## config.mk

```make
export PLATFORM = sky130hd
export DESIGN_NAME = term_ansi_ctrl
export DESIGN_NICKNAME = d
export VERILOG_FILES = /design/src/rtl/term_ansi_ctrl.sv
export SDC_FILE = /design/constraint.sdc
export NUM_CORES = 1
export LEC_CHECK = 0
export BUFFER_PORTS_ARGS = -buffer_cell sky130_fd_sc_hd__buf_2
export CAP_MARGIN = 25
export CORE_ASPECT_RATIO = 0.9
export CORE_MARGIN = 2
export CORE_UTILIZATION = 33
export DETAILED_ROUTE_END_ITERATION = 8
export GPL_ROUTABILITY_DRIVEN = 0
export MAX_ROUTING_LAYER = met4
export PLACE_DENSITY = 0.6
export SETUP_SLACK_MARGIN = 0.3
export SLEW_MARGIN = 20
export SYNTH_ARGS = -nofsm -noshare
export SYNTH_HDL_FRONTEND = slang
export SYNTH_SLANG_ARGS = --single-unit
```

## constraint.sdc

```tcl
create_clock -name clk100 -period 10.08 [get_ports clk100]
set_input_delay 0.504 -clock clk100 [delete_from_list [all_inputs] [get_ports clk100]]
set_output_delay 0.504 -clock clk100 [all_outputs]
set_load 0.1 [all_outputs]
```

## src/rtl/term_ansi_ctrl.sv

```systemverilog
// term_ansi_ctrl
//   Terminal controller that sits between the UART receiver and the VGA
//   text buffer. It turns received bytes into character writes and blit
//   requests, tracks the cursor, scrolls, and parses CSI sequences for
//   cursor motion, cursor positioning and erase.
//
// Ports
//   clk100, rst_n            clock, asynchronous active-low reset
//   rx_valid, rx_data        received byte strobe and data
//   wr_en, wr_addr, wr_data  one-cycle character write to the text buffer
//   blit_en                  one-cycle blit request
//   blit_start, blit_end     destination range [start, end)
//   blit_offset              source = dest + offset, 0 = fill with space
//   blit_complete            blit finished strobe
//   cursor_row, cursor_col   current cursor position
//   busy                     a blit is outstanding, no bytes are consumed
//   overflow                 a byte was dropped this cycle
//
// Controller states
//   state          | meaning
//   ST_IDLE        | consume the held byte, if any
//   ST_SCROLL_CP   | copy rows 1..ROWS-1 up by one row, wait for completion
//   ST_SCROLL_CLR  | blank the last row, wait for completion
//   ST_CLR_WAIT    | erase (J/K) blit outstanding, wait for completion
//
// Parser states
//   pstate         | meaning
//   PS_GROUND      | printable characters and control codes
//   PS_ESC         | ESC seen, expecting '['
//   PS_CSI         | collecting parameters until a final byte
module term_ansi_ctrl #(
   parameter int COLS   = 80,
   parameter int ROWS   = 25,
   parameter int ADDR_W = 11,
   parameter int TAB_W  = 8
) (
   input  logic              clk100,
   input  logic              rst_n,
   input  logic              rx_valid,
   input  logic [7:0]        rx_data,
   output logic              wr_en,
   output logic [ADDR_W-1:0] wr_addr,
   output logic [7:0]        wr_data,
   output logic              blit_en,
   output logic [ADDR_W-1:0] blit_start,
   output logic [ADDR_W-1:0] blit_end,
   output logic [7:0]        blit_offset,
   input  logic              blit_complete,
   output logic [5:0]        cursor_row,
   output logic [6:0]        cursor_col,
   output logic              busy,
   output logic              overflow
);

   localparam logic [1:0] ST_IDLE       = 2'd0;
   localparam logic [1:0] ST_SCROLL_CP  = 2'd1;
   localparam logic [1:0] ST_SCROLL_CLR = 2'd2;
   localparam logic [1:0] ST_CLR_WAIT   = 2'd3;

   localparam logic [1:0] PS_GROUND = 2'd0;
   localparam logic [1:0] PS_ESC    = 2'd1;
   localparam logic [1:0] PS_CSI    = 2'd2;

   localparam logic [ADDR_W-1:0] COLS_A     = ADDR_W'(COLS);
   localparam logic [ADDR_W-1:0] LAST_ROW_A = ADDR_W'((ROWS - 1) * COLS);
   localparam logic [ADDR_W-1:0] CELLS_A    = ADDR_W'(ROWS * COLS);
   localparam logic [7:0]        COLS_B     = 8'(COLS);
   localparam logic [5:0]        ROW_MAX    = 6'(ROWS - 1);
   localparam logic [6:0]        COL_MAX    = 7'(COLS - 1);
   localparam logic signed [9:0] ROW_MAX_S  = 10'(ROWS - 1);
   localparam logic signed [9:0] COL_MAX_S  = 10'(COLS - 1);
   localparam logic [7:0]        TAB_MASK   = 8'(TAB_W - 1);
   localparam logic [7:0]        TAB_STEP   = 8'(TAB_W);

   // Cursor math runs in 10-bit signed so that a 255-step move from any
   // position can neither wrap nor change sign before clamping.
   function automatic logic [5:0] clamp_row(input logic signed [9:0] v);
      if (v < 10'sd0)          return 6'd0;
      else if (v > ROW_MAX_S)  return ROW_MAX;
      else                     return v[5:0];
   endfunction

   function automatic logic [6:0] clamp_col(input logic signed [9:0] v);
      if (v < 10'sd0)          return 7'd0;
      else if (v > COL_MAX_S)  return COL_MAX;
      else                     return v[6:0];
   endfunction

   logic [1:0]        state_q, state_d;
   logic [1:0]        pstate_q, pstate_d;
   logic [7:0]        p0_q, p0_d;
   logic [7:0]        p1_q, p1_d;
   logic              idx_q, idx_d;
   logic              hold_full_q, hold_full_d;
   logic [7:0]        hold_data_q, hold_data_d;
   logic [5:0]        row_q, row_d;
   logic [6:0]        col_q, col_d;
   logic              wr_en_q, wr_en_d;
   logic [ADDR_W-1:0] wr_addr_q, wr_addr_d;
   logic [7:0]        wr_data_q, wr_data_d;
   logic              blit_en_q, blit_en_d;
   logic [ADDR_W-1:0] blit_start_q, blit_start_d;
   logic [ADDR_W-1:0] blit_end_q, blit_end_d;
   logic [7:0]        blit_offset_q, blit_offset_d;

   logic              consume;
   logic              blit_done;
   logic [7:0]        byte_c;
   logic [ADDR_W-1:0] row_a;
   logic [ADDR_W-1:0] cur_addr;
   logic [7:0]        n_c;
   logic [7:0]        n1_c;
   logic [7:0]        p_sel;
   logic [11:0]       p_acc;
   logic [7:0]        p_digit;
   logic signed [9:0] row_s;
   logic signed [9:0] col_s;
   logic signed [9:0] n_s;
   logic [7:0]        tab_c;
   logic [6:0]        tab_col;

   assign consume   = (state_q == ST_IDLE) && hold_full_q;
   // A completion in the same cycle as the request belongs to no blit of ours.
   assign blit_done = blit_complete && !blit_en_q;
   assign byte_c    = hold_data_q;

   assign row_a    = ADDR_W'(row_q);
   assign cur_addr = row_a * COLS_A + ADDR_W'(col_q);

   assign n_c     = (p0_q == 8'd0) ? 8'd1 : p0_q;
   assign n1_c    = (p1_q == 8'd0) ? 8'd1 : p1_q;
   assign p_sel   = idx_q ? p1_q : p0_q;
   assign p_acc   = {4'd0, p_sel} * 12'd10 + {8'd0, byte_c[3:0]};
   assign p_digit = (p_acc > 12'd255) ? 8'hFF : p_acc[7:0];

   assign row_s = $signed({4'd0, row_q});
   assign col_s = $signed({3'd0, col_q});
   assign n_s   = $signed({2'd0, n_c});

   assign tab_c   = ({1'b0, col_q} & ~TAB_MASK) + TAB_STEP;
   assign tab_col = (tab_c > {1'b0, COL_MAX}) ? COL_MAX : tab_c[6:0];

   always_comb begin
      logic lf;
      lf            = 1'b0;
      state_d       = state_q;
      pstate_d      = pstate_q;
      p0_d          = p0_q;
      p1_d          = p1_q;
      idx_d         = idx_q;
      row_d         = row_q;
      col_d         = col_q;
      hold_full_d   = hold_full_q;
      hold_data_d   = hold_data_q;
      wr_en_d       = 1'b0;
      wr_addr_d     = wr_addr_q;
      wr_data_d     = wr_data_q;
      blit_en_d     = 1'b0;
      blit_start_d  = blit_start_q;
      blit_end_d    = blit_end_q;
      blit_offset_d = blit_offset_q;

      // The slot freed by consumption can be refilled in the same cycle.
      if (consume) hold_full_d = 1'b0;
      if (rx_valid && (!hold_full_q || consume)) begin
         hold_full_d = 1'b1;
         hold_data_d = rx_data;
      end

      case (state_q)
         ST_IDLE: begin
            if (consume) begin
               case (pstate_q)
                  PS_GROUND: begin
                     if (byte_c >= 8'h20 && byte_c <= 8'h7E) begin
                        wr_en_d   = 1'b1;
                        wr_addr_d = cur_addr;
                        wr_data_d = byte_c;
                        if (col_q == COL_MAX) begin
                           col_d = 7'd0;
                           lf    = 1'b1;
                        end else begin
                           col_d = col_q + 7'd1;
                        end
                     end else begin
                        case (byte_c)
                           8'h0A: lf = 1'b1;
                           8'h0D: col_d = 7'd0;
                           8'h08: col_d = (col_q == 7'd0) ? 7'd0 : col_q - 7'd1;
                           8'h09: col_d = tab_col;
                           8'h1B: pstate_d = PS_ESC;
                           default: ;
                        endcase
                     end
                  end
                  PS_ESC: begin
                     if (byte_c == 8'h5B) begin
                        p0_d     = 8'd0;
                        p1_d     = 8'd0;
                        idx_d    = 1'b0;
                        pstate_d = PS_CSI;
                     end else begin
                        pstate_d = PS_GROUND;
                     end
                  end
                  PS_CSI: begin
                     if (byte_c >= 8'h30 && byte_c <= 8'h39) begin
                        if (idx_q) p1_d = p_digit;
                        else       p0_d = p_digit;
                     end else if (byte_c == 8'h3B) begin
                        idx_d = 1'b1;
                     end else if (byte_c == 8'h1B) begin
                        pstate_d = PS_ESC;
                     end else if (byte_c >= 8'h40 && byte_c <= 8'h7E) begin
                        pstate_d = PS_GROUND;
                        case (byte_c)
                           8'h41: row_d = clamp_row(row_s - n_s);
                           8'h42: row_d = clamp_row(row_s + n_s);
                           8'h43: col_d = clamp_col(col_s + n_s);
                           8'h44: col_d = clamp_col(col_s - n_s);
                           8'h48, 8'h66: begin
                              row_d = clamp_row($signed({2'd0, n_c}) - 10'sd1);
                              col_d = clamp_col($signed({2'd0, n1_c}) - 10'sd1);
                           end
                           8'h4A: begin
                              if (p0_q == 8'd2) begin
                                 blit_en_d     = 1'b1;
                                 blit_start_d  = '0;
                                 blit_end_d    = CELLS_A;
                                 blit_offset_d = 8'd0;
                                 state_d       = ST_CLR_WAIT;
                              end
                           end
                           8'h4B: begin
                              if (p0_q == 8'd0) begin
                                 blit_en_d     = 1'b1;
                                 blit_start_d  = cur_addr;
                                 blit_end_d    = row_a * COLS_A + COLS_A;
                                 blit_offset_d = 8'd0;
                                 state_d       = ST_CLR_WAIT;
                              end
                           end
                           default: ;
                        endcase
                     end
                  end
                  default: pstate_d = PS_GROUND;
               endcase

               if (lf) begin
                  if (row_q < ROW_MAX) begin
                     row_d = row_q + 6'd1;
                  end else begin
                     blit_en_d     = 1'b1;
                     blit_start_d  = '0;
                     blit_end_d    = LAST_ROW_A;
                     blit_offset_d = COLS_B;
                     state_d       = ST_SCROLL_CP;
                  end
               end
            end
         end
         ST_SCROLL_CP: begin
            if (blit_done) begin
               blit_en_d     = 1'b1;
               blit_start_d  = LAST_ROW_A;
               blit_end_d    = CELLS_A;
               blit_offset_d = 8'd0;
               state_d       = ST_SCROLL_CLR;
            end
         end
         ST_SCROLL_CLR, ST_CLR_WAIT: begin
            if (blit_done) state_d = ST_IDLE;
         end
         default: state_d = ST_IDLE;
      endcase
   end

   always_ff @(posedge clk100 or negedge rst_n) begin
      if (!rst_n) begin
         state_q       <= ST_IDLE;
         pstate_q      <= PS_GROUND;
         p0_q          <= 8'd0;
         p1_q          <= 8'd0;
         idx_q         <= 1'b0;
         hold_full_q   <= 1'b0;
         hold_data_q   <= 8'd0;
         row_q         <= 6'd0;
         col_q         <= 7'd0;
         wr_en_q       <= 1'b0;
         wr_addr_q     <= '0;
         wr_data_q     <= 8'd0;
         blit_en_q     <= 1'b0;
         blit_start_q  <= '0;
         blit_end_q    <= '0;
         blit_offset_q <= 8'd0;
      end else begin
         state_q       <= state_d;
         pstate_q      <= pstate_d;
         p0_q          <= p0_d;
         p1_q          <= p1_d;
         idx_q         <= idx_d;
         hold_full_q   <= hold_full_d;
         hold_data_q   <= hold_data_d;
         row_q         <= row_d;
         col_q         <= col_d;
         wr_en_q       <= wr_en_d;
         wr_addr_q     <= wr_addr_d;
         wr_data_q     <= wr_data_d;
         blit_en_q     <= blit_en_d;
         blit_start_q  <= blit_start_d;
         blit_end_q    <= blit_end_d;
         blit_offset_q <= blit_offset_d;
      end
   end

   assign wr_en       = wr_en_q;
   assign wr_addr     = wr_addr_q;
   assign wr_data     = wr_data_q;
   assign blit_en     = blit_en_q;
   assign blit_start  = blit_start_q;
   assign blit_end    = blit_end_q;
   assign blit_offset = blit_offset_q;
   assign cursor_row  = row_q;
   assign cursor_col  = col_q;
   assign busy        = (state_q != ST_IDLE);
   assign overflow    = rx_valid && hold_full_q && !consume;

endmodule

```

Word-level counts from Yosys, hierarchy flattened
Index checks and enable logic that the tools add are counted.

Flip-flop bits (word level): 94. Bits of input ports: 12. Output and inout port bits: 66. Logic and storage cells: 255.

$add $sub $neg: 13. Multiply operators: 2. $lt $le $gt $ge: 20. Eq/ne operators: 39. Muxes and demuxes: 132. Reductions and logical operators: 33.

Operator list (number): 2-to-1 mux 11 bit (22); 2-to-1 mux 8 bit (20); 2-to-1 mux 7 bit (14); one-hot mux 11 bit (2 select lines) (4); 2-to-1 mux 6 bit (13); == test 8 x 7 -> 1 bit, second input constant (9); one-hot mux 8 bit (2 select lines) (4); less-than comparator 9 x 1 -> 1 bit, second input constant (6); one-hot mux 7 bit (3 select lines) (2); 2-to-1 mux 2 bit (19); == test 8 x 4 -> 1 bit, second input constant (4); inequality test 2 bit, second input constant (14); 2-to-1 mux 1 bit (26); greater-than comparator 9 x 6 -> 1 bit, second input constant (2); greater-than comparator 9 x 8 -> 1 bit, second input constant (2); one-hot mux 6 bit (3 select lines) (1); AND reduction 6 bit (3); subtractor 8 x 1 -> 9 bit, second input constant (2); >= comparator 8 x 6 -> 1 bit, second input constant (2); logical NOT 8 bit (2); one-hot mux 7 bit (2 select lines) (1); adder 12 x 4 -> 12 bit (1); greater-than comparator 12 x 8 -> 1 bit, second input constant (1); one-hot mux 2 bit (3 select lines) (2); other kinds (42) (63).

Longest topological paths before layout
Gate-level depths: netlist (run 1).

Depth after elaboration: 14. Gate-level depth with buffers: 15.

Worst setup path before layout (run 1)
Ideal clock, no wire load.

Path type: register to register. Start: register p0_q[4]. End: register col_q[2], in the netlist cursor_col[2]. Setup time: 0.084 ns. Arrival: 3.611 ns. Data required time: 9.996 ns. Path slack: 6.386 ns. Stages on the path, launching flop included: 14. Buffers on the path: 0. Cells stage by stage: dfrtp_1 -> or4_1 -> nor4b_1 -> nor2_1 -> inv_1 -> ha_1 -> fa_1 -> nor2b_1 -> o22ai_1 -> o2111ai_1 -> nand3_1 -> o41ai_1 -> o21ai_0 -> a41oi_2.

Cells in the longest elaborated chain, start to end: 12. Elaborated cells on any way between the ends: 18.

RTL lines: start: declaration (line 91) `logic [7:0] p0_q, p0_d;`; start signal: assignment (line 300) `p0_q <= p0_d;`; logical NOT 8 bit (line 130) `assign n_c = (p0_q == 8'd0) ? 8'd1 : p0_q;`; 2-to-1 mux 8 bit * (line 130); subtractor 7 x 8 -> 9 bit or adder 7 x 8 -> 9 bit (tied branches) (line 220, 219); greater-than comparator 9 x 8 -> 1 bit or greater-than comparator 9 x 7 -> 1 bit (tied branches) (line 85) `else if (v > COL_MAX_S) return COL_MAX;`; 2-to-1 mux 7 bit (line 85); 2-to-1 mux 7 bit (line 84) `if (v < 10'sd0) return 7'd0;`; one-hot mux 7 bit (3 select lines) * (line 216) `case (byte_c)`; 2-to-1 mux 7 bit * (line 214) `end else if (byte_c >= 8'h40 && byte_c <= 8'h7E) begin`; 2-to-1 mux 7 bit * (line 212) `end else if (byte_c == 8'h1B) begin`; 2-to-1 mux 7 bit * (line 210) `end else if (byte_c == 8'h3B) begin`; 2-to-1 mux 7 bit * (line 207) `if (byte_c >= 8'h30 && byte_c <= 8'h39) begin`; one-hot mux 7 bit (2 select lines) * (line 173) `case (pstate_q)`; end signal: assignment (line 306) `col_q <= col_d;`; end: declaration (line 97) `logic [6:0] col_q, col_d;`.

Every way passes the cells marked *; elsewhere a longest branch is shown, timed or not. The select of a mux whose other input is x is not followed. A chain may end at the register's enable or synchronous reset.

Worst setup path in the final report (run 1)
Start: register p0_q[1]. End: register p1_q[5].

Cells in the longest elaborated chain, start to end: 8.

RTL lines: 2-to-1 mux 8 bit * (line 132) `assign p_sel = idx_q ? p1_q : p0_q;`; multiplier 8 x 3 -> 11 bit * (line 133) `assign p_acc = {4'd0, p_sel} * 12'd10 + {8'd0, byte_c[3:0]};`; adder 12 x 4 -> 12 bit * (line 133); greater-than comparator 12 x 8 -> 1 bit (line 134) `assign p_digit = (p_acc > 12'd255) ? 8'hFF : p_acc[7:0];`; 2-to-1 mux 8 bit * (line 134); 2-to-1 mux 8 bit * (line 208) `if (idx_q) p1_d = p_digit;`; 2-to-1 mux 8 bit * (line 207); one-hot mux 8 bit (2 select lines) * (line 173); end signal: assignment (line 301) `p1_q <= p1_d;`; end: declaration (line 92) `logic [7:0] p1_q, p1_d;`.

Marked as above.

==> results of run 1 <==
cell type report:
| cell class | instances | area, um2 |
|---|---|---|
| Fill cell | 2367 | 14590 |
| Multi-Input combinational cell | 725 | 5042 |
| Sequential cell | 94 | 2352 |
| Timing Repair Buffer | 82 | 430.4 |
| Tap cell | 302 | 377.9 |
| Clock buffer | 9 | 225.2 |
| Inverter | 45 | 168.9 |
| Clock inverter | 7 | 93.84 |
per-layer routing:
metal	share of wire, %	vias up	GRT usage, %
met5	0	-	-
met4	0.82	0	3.233
met3	8.1	23	3.861
met2	42	284	26.54
met1	49	3460	26.93
li1	-	3440	-
registers in the layout (all words and copies together) (netlist names), 2 cells and up:
| name | cells |
|---|---|
| blit_offset | 8 |
| wr_data | 8 |
| p1_q | 8 |
| byte_c | 8 |
| wr_addr | 11 |
| cursor_row | 6 |
| state_q | 2 |
| pstate_q | 2 |
| p0_q | 8 |
| blit_end | 11 |
| blit_start | 11 |
| cursor_col | 7 |
power by group:
group / switching [uW] / total, uW / leakage, uW / internal [uW]
sequential: 69.5 / 488 / 0.00122 / 419
combinational: 532 / 728 / 0.00258 / 195
clock: 171 / 371 / 0.000152 / 199
stage by stage:
step / utilization [%] / area, um2 / setup slack [ns] / power [uW] / hold WS (ns)
final: 37.34 / 8691 / 5.813 / 1587 / 0.1307
after global routing: 37.34 / 8691 / 5.388 / 1670 / 0.1703
after CTS: 37.22 / 8663 / 5.678 / 1588 / 0.1541
after detailed placement: 35.85 / 8344 / 5.702 / 1217 / 0.4821
after global placement: 35.85 / 8344 / 5.807 / 1215 / 0.4758
after floorplan: - / 7815 / 6.386 / 1082 / 0.2084
synthesized netlist by cell type (5+ instances only):
cell type and count:
nand2b_1 16, nor2b_1 14, or4_1 5, inv_1 45, nand3_1 21, o21ai_0 79, clkbuf_1 45, ha_1 60
mux2_2 28, and2_1 7, nor3b_1 5, nand2_1 87, and3_1 19, a21o_1 15, nor3_1 32, a21oi_1 58
mux2i_1 5, or2_2 5, nor2_1 53, nand4b_1 6, o22ai_1 6, dfrtp_1 94, a22o_1 11, a211oi_1 9
fa_1 8, nand3b_1 7, xor2_1 14, a31oi_1 10, nor4_1 7, nand4_1 6, o21ai_1 5, o31ai_1 6
o21a_1 8, xnor2_1 23
critical path, cell delays in order (launching register included):
cell,delay [ns]
dfrtp_1,0.70
inv_1,0.38
o21ai_0,0.56
ha_1,0.34
ha_1,0.21
inv_1,0.07
fa_1,0.46
nor3b_1,0.41
nand4b_1,0.14
mux2_1,0.43
nor3_1,0.32
o21ai_0,0.12
final timing paths:
| path | from | end | slack (ns) | cells past startpoint |
|---|---|---|---|---|
| worst min register to register | blit_start[9] | blit_start[9] | 0.49 | 2 |
| min in group clk100 | rx_valid | hold_full_q | 0.37 | 2 |
| worst max-delay path | p0_q[1] | p1_q[5] | 5.81 | 11 |
| worst max register to register | p0_q[1] | p1_q[5] | 5.81 | 11 |
| max in group asynchronous | rst_n | wr_data[0] | 8.82 | 2 |
| worst min-delay path | rst_n | cursor_col[6] | 0.13 | 1 |
cell families after synthesis:
group                    after synthesis  share of synthesized area, %
XOR/XNOR                              37                         4.147
multiplexers                          34                         4.819
AO/OA/AOI/OAI                        271                         22.69
flip-flops                            94                         30.10
AND/OR/NAND/NOR                      315                         21.21
buffers and inverters                101                         5.379
adder cells (fa/ha/maj)               68                         11.66
==> results_dict.tcl, run 1 <==
set metrics [dict create \
    final_common_cell "dfrtp_1" \
    wl_per_cell_um 17.86 \
    cts_setup_buffers 0 \
    startpoint_type "flop" \
    insertion_delay_ns 0.36 \
    finalCritPeriodShare_pct 42.33 \
    grt_setup_unrepaired "false" \
    core_region_area_mm2 0.02328 \
    wirelength_um 22570 \
    synth-edff-count 0 \
    numCtsBuffers 9 \
    powerDensity_mw_per_mm2 182.6 \
    htree_levels 3 \
    dieArea_mm2 0.02493 \
    drt_iter0_drc 776 \
    tightest_slew_ns 1.014 \
    max_cap_violations 0 \
    clkTransAtPathRegs_ns 0.08 \
    grt_pass1_vias 6686 \
    antenna_found_initial 0 \
    ys_ff_latch 94 \
    grt_overflow 0 \
    grt_pass1_wl_um 36310 \
    synth_top_cell_area_share_pct 30.10 \
    cts_repair_resize_count 0 \
    skew_ns 0.01352 \
    setup_viol 0 \
    status "completed" \
    cts_root_buffer "clkbuf_16" \
    antenna_left 0 \
    hpwl_um 16990 \
    areaGrowthSynthToFinish_pct 11.21 \
    cts.path.max_buffers 2 \
    row_count 53 \
    dieHeight_um 150.0 \
    post_drt_via_cell_ratio 5.702 \
    yosys.area.top_type "dfrtp_1" \
    cp.arrival_ns 4.49 \
    ctsHoldBuffers 0 \
    vias 7207 \
    drive_gt1_share_pct 14.66 \
    fmax_ghz 0.2343 \
    drc 0 \
    worstSetupPathType "flop to flop" \
    syn-mean-instance-area_um2 8.495 \
    period_needed_ns 4.267 \
    crit_path_end_kind "flop" \
    yosysSeqAreaShare_pct 30.10 \
    yosysWarnings 0 \
    clock_sinks 94 \
    syn_nets 1000 \
    numPortBuffers 77 \
    synth_ff_type "dfrtp_1" \
    nets 1037 \
    finalHoldViolCount 0 \
    power.leakage_uw 0.003952 \
    yosys-top-cells-area "dfrtp_1 (30%), ha_1 (9.6%), o21ai_0 (5.1%), nand2_1 (4.2%), mux2_2 (4.0%)" \
    maxSlewViolCount 0 \
    max-slew-margin-rel_pct 32.40 \
    grt_max_degree 54 \
    hold_class "input pin to async pin" \
    finalNonFillerCells 1264 \
    track_usage_pct 18.46 \
    cts_tree "built" \
    n_antenna_cell 0 \
    async_flop_share_pct 100.0 \
    ys_types 79 \
    ir_drop_uv 173.8 \
    ios 78 \
    worstPathMaxFanout 13 \
    first_pass_iters 5 \
    placed_cells 1245 \
    cp.required_ns 10.30 \
    final_cell_mix "dfrtp_1 (94), nand2_1 (87), o21ai_0 (79)" \
    setup_tns_ns 0 \
    die_w_um 166.2 \
    synth_area_mm2 0.007815 \
    synthCells 920 \
    start_util_pct 33.58 \
]
No activity file was read; power rests on OpenSTA's default activity.
==> run 2, diff against run 1 <==
--- a/config.mk
+++ b/config.mk
@@ -13,7 +13,7 @@
 export DETAILED_ROUTE_END_ITERATION = 8
 export GPL_ROUTABILITY_DRIVEN = 0
 export MAX_ROUTING_LAYER = met4
-export PLACE_DENSITY = 0.6
+export PLACE_DENSITY = 0.61
 export SETUP_SLACK_MARGIN = 0.3
 export SLEW_MARGIN = 20
 export SYNTH_ARGS = -nofsm -noshare
==> constraint.sdc (replaced) <==
create_clock -name clk100 -period 3.45 [get_ports clk100]
set_input_delay 0.1725 -clock clk100 [delete_from_list [all_inputs] [get_ports clk100]]
set_output_delay 0.1725 -clock clk100 [all_outputs]
set_load 0.1 [all_outputs]
==> run 2 against run 1 <==
Power grew to 3.1 times the previous value. Critical path type unchanged. Combinational power rose to 3.5 times the previous value. Setup slack lost 5.9 ns. Global-route usage increased by 0.96 points. Largest power group unchanged. The flow now finishes with violations (setup timing). Worst hold slack worse by 0.091 ns. Sequential share of layout area is 3.1 points lower.
==> results_dict.tcl, run 2 (synthesized netlist as in run 1, its figures left out) <==
set metrics [dict create \
    core_region_area_mm2 0.02328 \
    wl_per_cell_um 17.97 \
    met1_usage_pct 27.62 \
    tightest_slew_ns 0.9734 \
    dieHeight_um 150.0 \
    antenna_found_initial 0 \
    numPortBuffers 77 \
    worstPathMaxFanout 6 \
    holdWs_ns 0.03938 \
    row_count 53 \
    grt_pass1_wl_um 37940 \
    setup_slack_ns -0.06382 \
    drc 0 \
    ir_drop_uv 384.8 \
    insertion_delay_ns 0.35 \
    grt_max_degree 77 \
    period_needed_ns 3.514 \
    violations "setup timing" \
    wirelength_um 24330 \
    setup_tns_ns -0.07761 \
    drt_iter0_drc 705 \
    grt_use_met2_pct 29.11 \
    reg2regPathDepth 14 \
    grt_overflow 0 \
    place_ws_ns -0.05191 \
    whs_endpoint "hold_full_q" \
    status "complete, but fails checks" \
    power.leakage_uw 0.004488 \
    cts.path.max_buffers 2 \
    nFillCells 2281 \
    nets 1127 \
    power_uw 4903 \
    worstHoldStart "rx_valid" \
    areaGrowthSynthToFinish_pct 25.98 \
    maxSlewViolCount 0 \
    worstSetupPathType "flop to flop" \
    cp.required_ns 3.73 \
    clock_sinks 94 \
    max_cap_violations 0 \
    fmax_ghz 0.2846 \
    startpoint_type "flop" \
    finalHoldViolCount 0 \
    clkTransAtPathRegs_ns 0.07 \
    setup_viol 2 \
    cts_root_buffer "clkbuf_16" \
    grt_pass1_vias 7077 \
    timing.rr.end "cursor_col[4]" \
    max-slew-margin-rel_pct 34.87 \
    hold_class "input pin to flop" \
    cts_tree "built" \
    track_usage_pct 19.42 \
    die_w_um 166.2 \
    powerDensity_mw_per_mm2 498.0 \
    final_common_cell "dfrtp_1" \
    r2r_setup_slack_ns -0.06 \
    first_pass_iters 5 \
    start_util_pct 33.58 \
    n_antenna_cell 0 \
    final_cell_mix "dfrtp_1 (90), buf_4 (89), nand2_1 (87)" \
    hold-path-cell-count 2 \
    grt_busiest_layer "met2" \
    rr_startpoint "p0_q[5]" \
    grt_setup_unrepaired "true" \
    post_drt_via_cell_ratio 5.640 \
    hpwl_um 18230 \
    crit_path_end_kind "flop" \
    ios 78 \
    drive_gt1_share_pct 28.04 \
    skew_ns 0.008878 \
    grtUsageMet3_pct 3.200 \
    vias 7637 \
    htree_levels 3 \
    antenna_left 0 \
    cp.arrival_ns 3.79 \
    numCtsBuffers 9 \
    dieArea_mm2 0.02493 \
    finalCritPeriodShare_pct 101.8 \
]
-- run 2: worst max-delay path, cell delays in order, from the launching register on --
cell	delay [ns]
dfrtp_1	0.38
or4_4	0.56
nor4b_4	0.27
nor2_2	0.10
inv_4	0.13
ha_4	0.15
inv_2	0.03
fa_2	0.40
a211oi_4	0.29
o21bai_2	0.12
a21o_1	0.22
a311oi_2	0.27
a31oi_4	0.09
nand4bb_1	0.24
a21oi_1	0.18
-- run 2: through the flow --
step / instances / instance area, um2 / utilization [%]
after CTS: 1344 / 9529 / 40.94
after detailed placement: 1320 / 9032 / 38.81
after global placement: 1320 / 9032 / 38.81
after global routing: 1354 / 9846 / 42.30
final: 1354 / 9846 / 42.30
after floorplan: 920 / 7943 / -
-- run 2: layout make-up --
class | instances | area (um2) | area share (%)
Tap cell | 302 | 377.9 | 3.838
Sequential cell | 94 | 2357 | 23.94
Multi-Input combinational cell | 725 | 5502 | 55.88
Inverter | 45 | 171.4 | 1.741
Clock buffer | 11 | 242.7 | 2.465
Clock inverter | 5 | 43.79 | 0.4448
Timing Repair Buffer | 172 | 1151 | 11.69
-- run 2: report_power, final --
| group | leakage, uW | internal, uW | switching [uW] |
|---|---|---|---|
| clock network | 0.000134 | 516 | 447 |
| logic | 0.00314 | 773 | 1810 |
| registers | 0.00121 | 1230 | 132 |
-- run 2: how the worst max path moves through the flow --
stage | end | startpoint
2_1_floorplan | cursor_col[4] | p0_q[5]
3_3_place_gp | cursor_col[4] | p0_q[5]
3_5_place_dp | cursor_col[4] | p0_q[5]
4_1_cts | cursor_col[4] | p0_q[5]
5_1_grt | cursor_col[4] | p0_q[5]
6_report | cursor_col[4] | p0_q[5]
-- run 2: routing by layer --
layer  vias to the layer above  share of wire, %  wire, um
met5                         -                 0         0
met3                        25               7.1      1718
met2                       267                44     10730
li1                       3625                 -         -
met4                         0               1.0       246
met1                      3720                48     11630
-- run 2: timing repair --
action                                  in CTS  in global routing
endpoints found under the hold margin        0                 22
hold buffers                                 0                  1
pin swaps                                   23                 20
setup buffers                                8                  8
gates resized for setup                     37                 41
endpoints found under the setup margin      28                 28
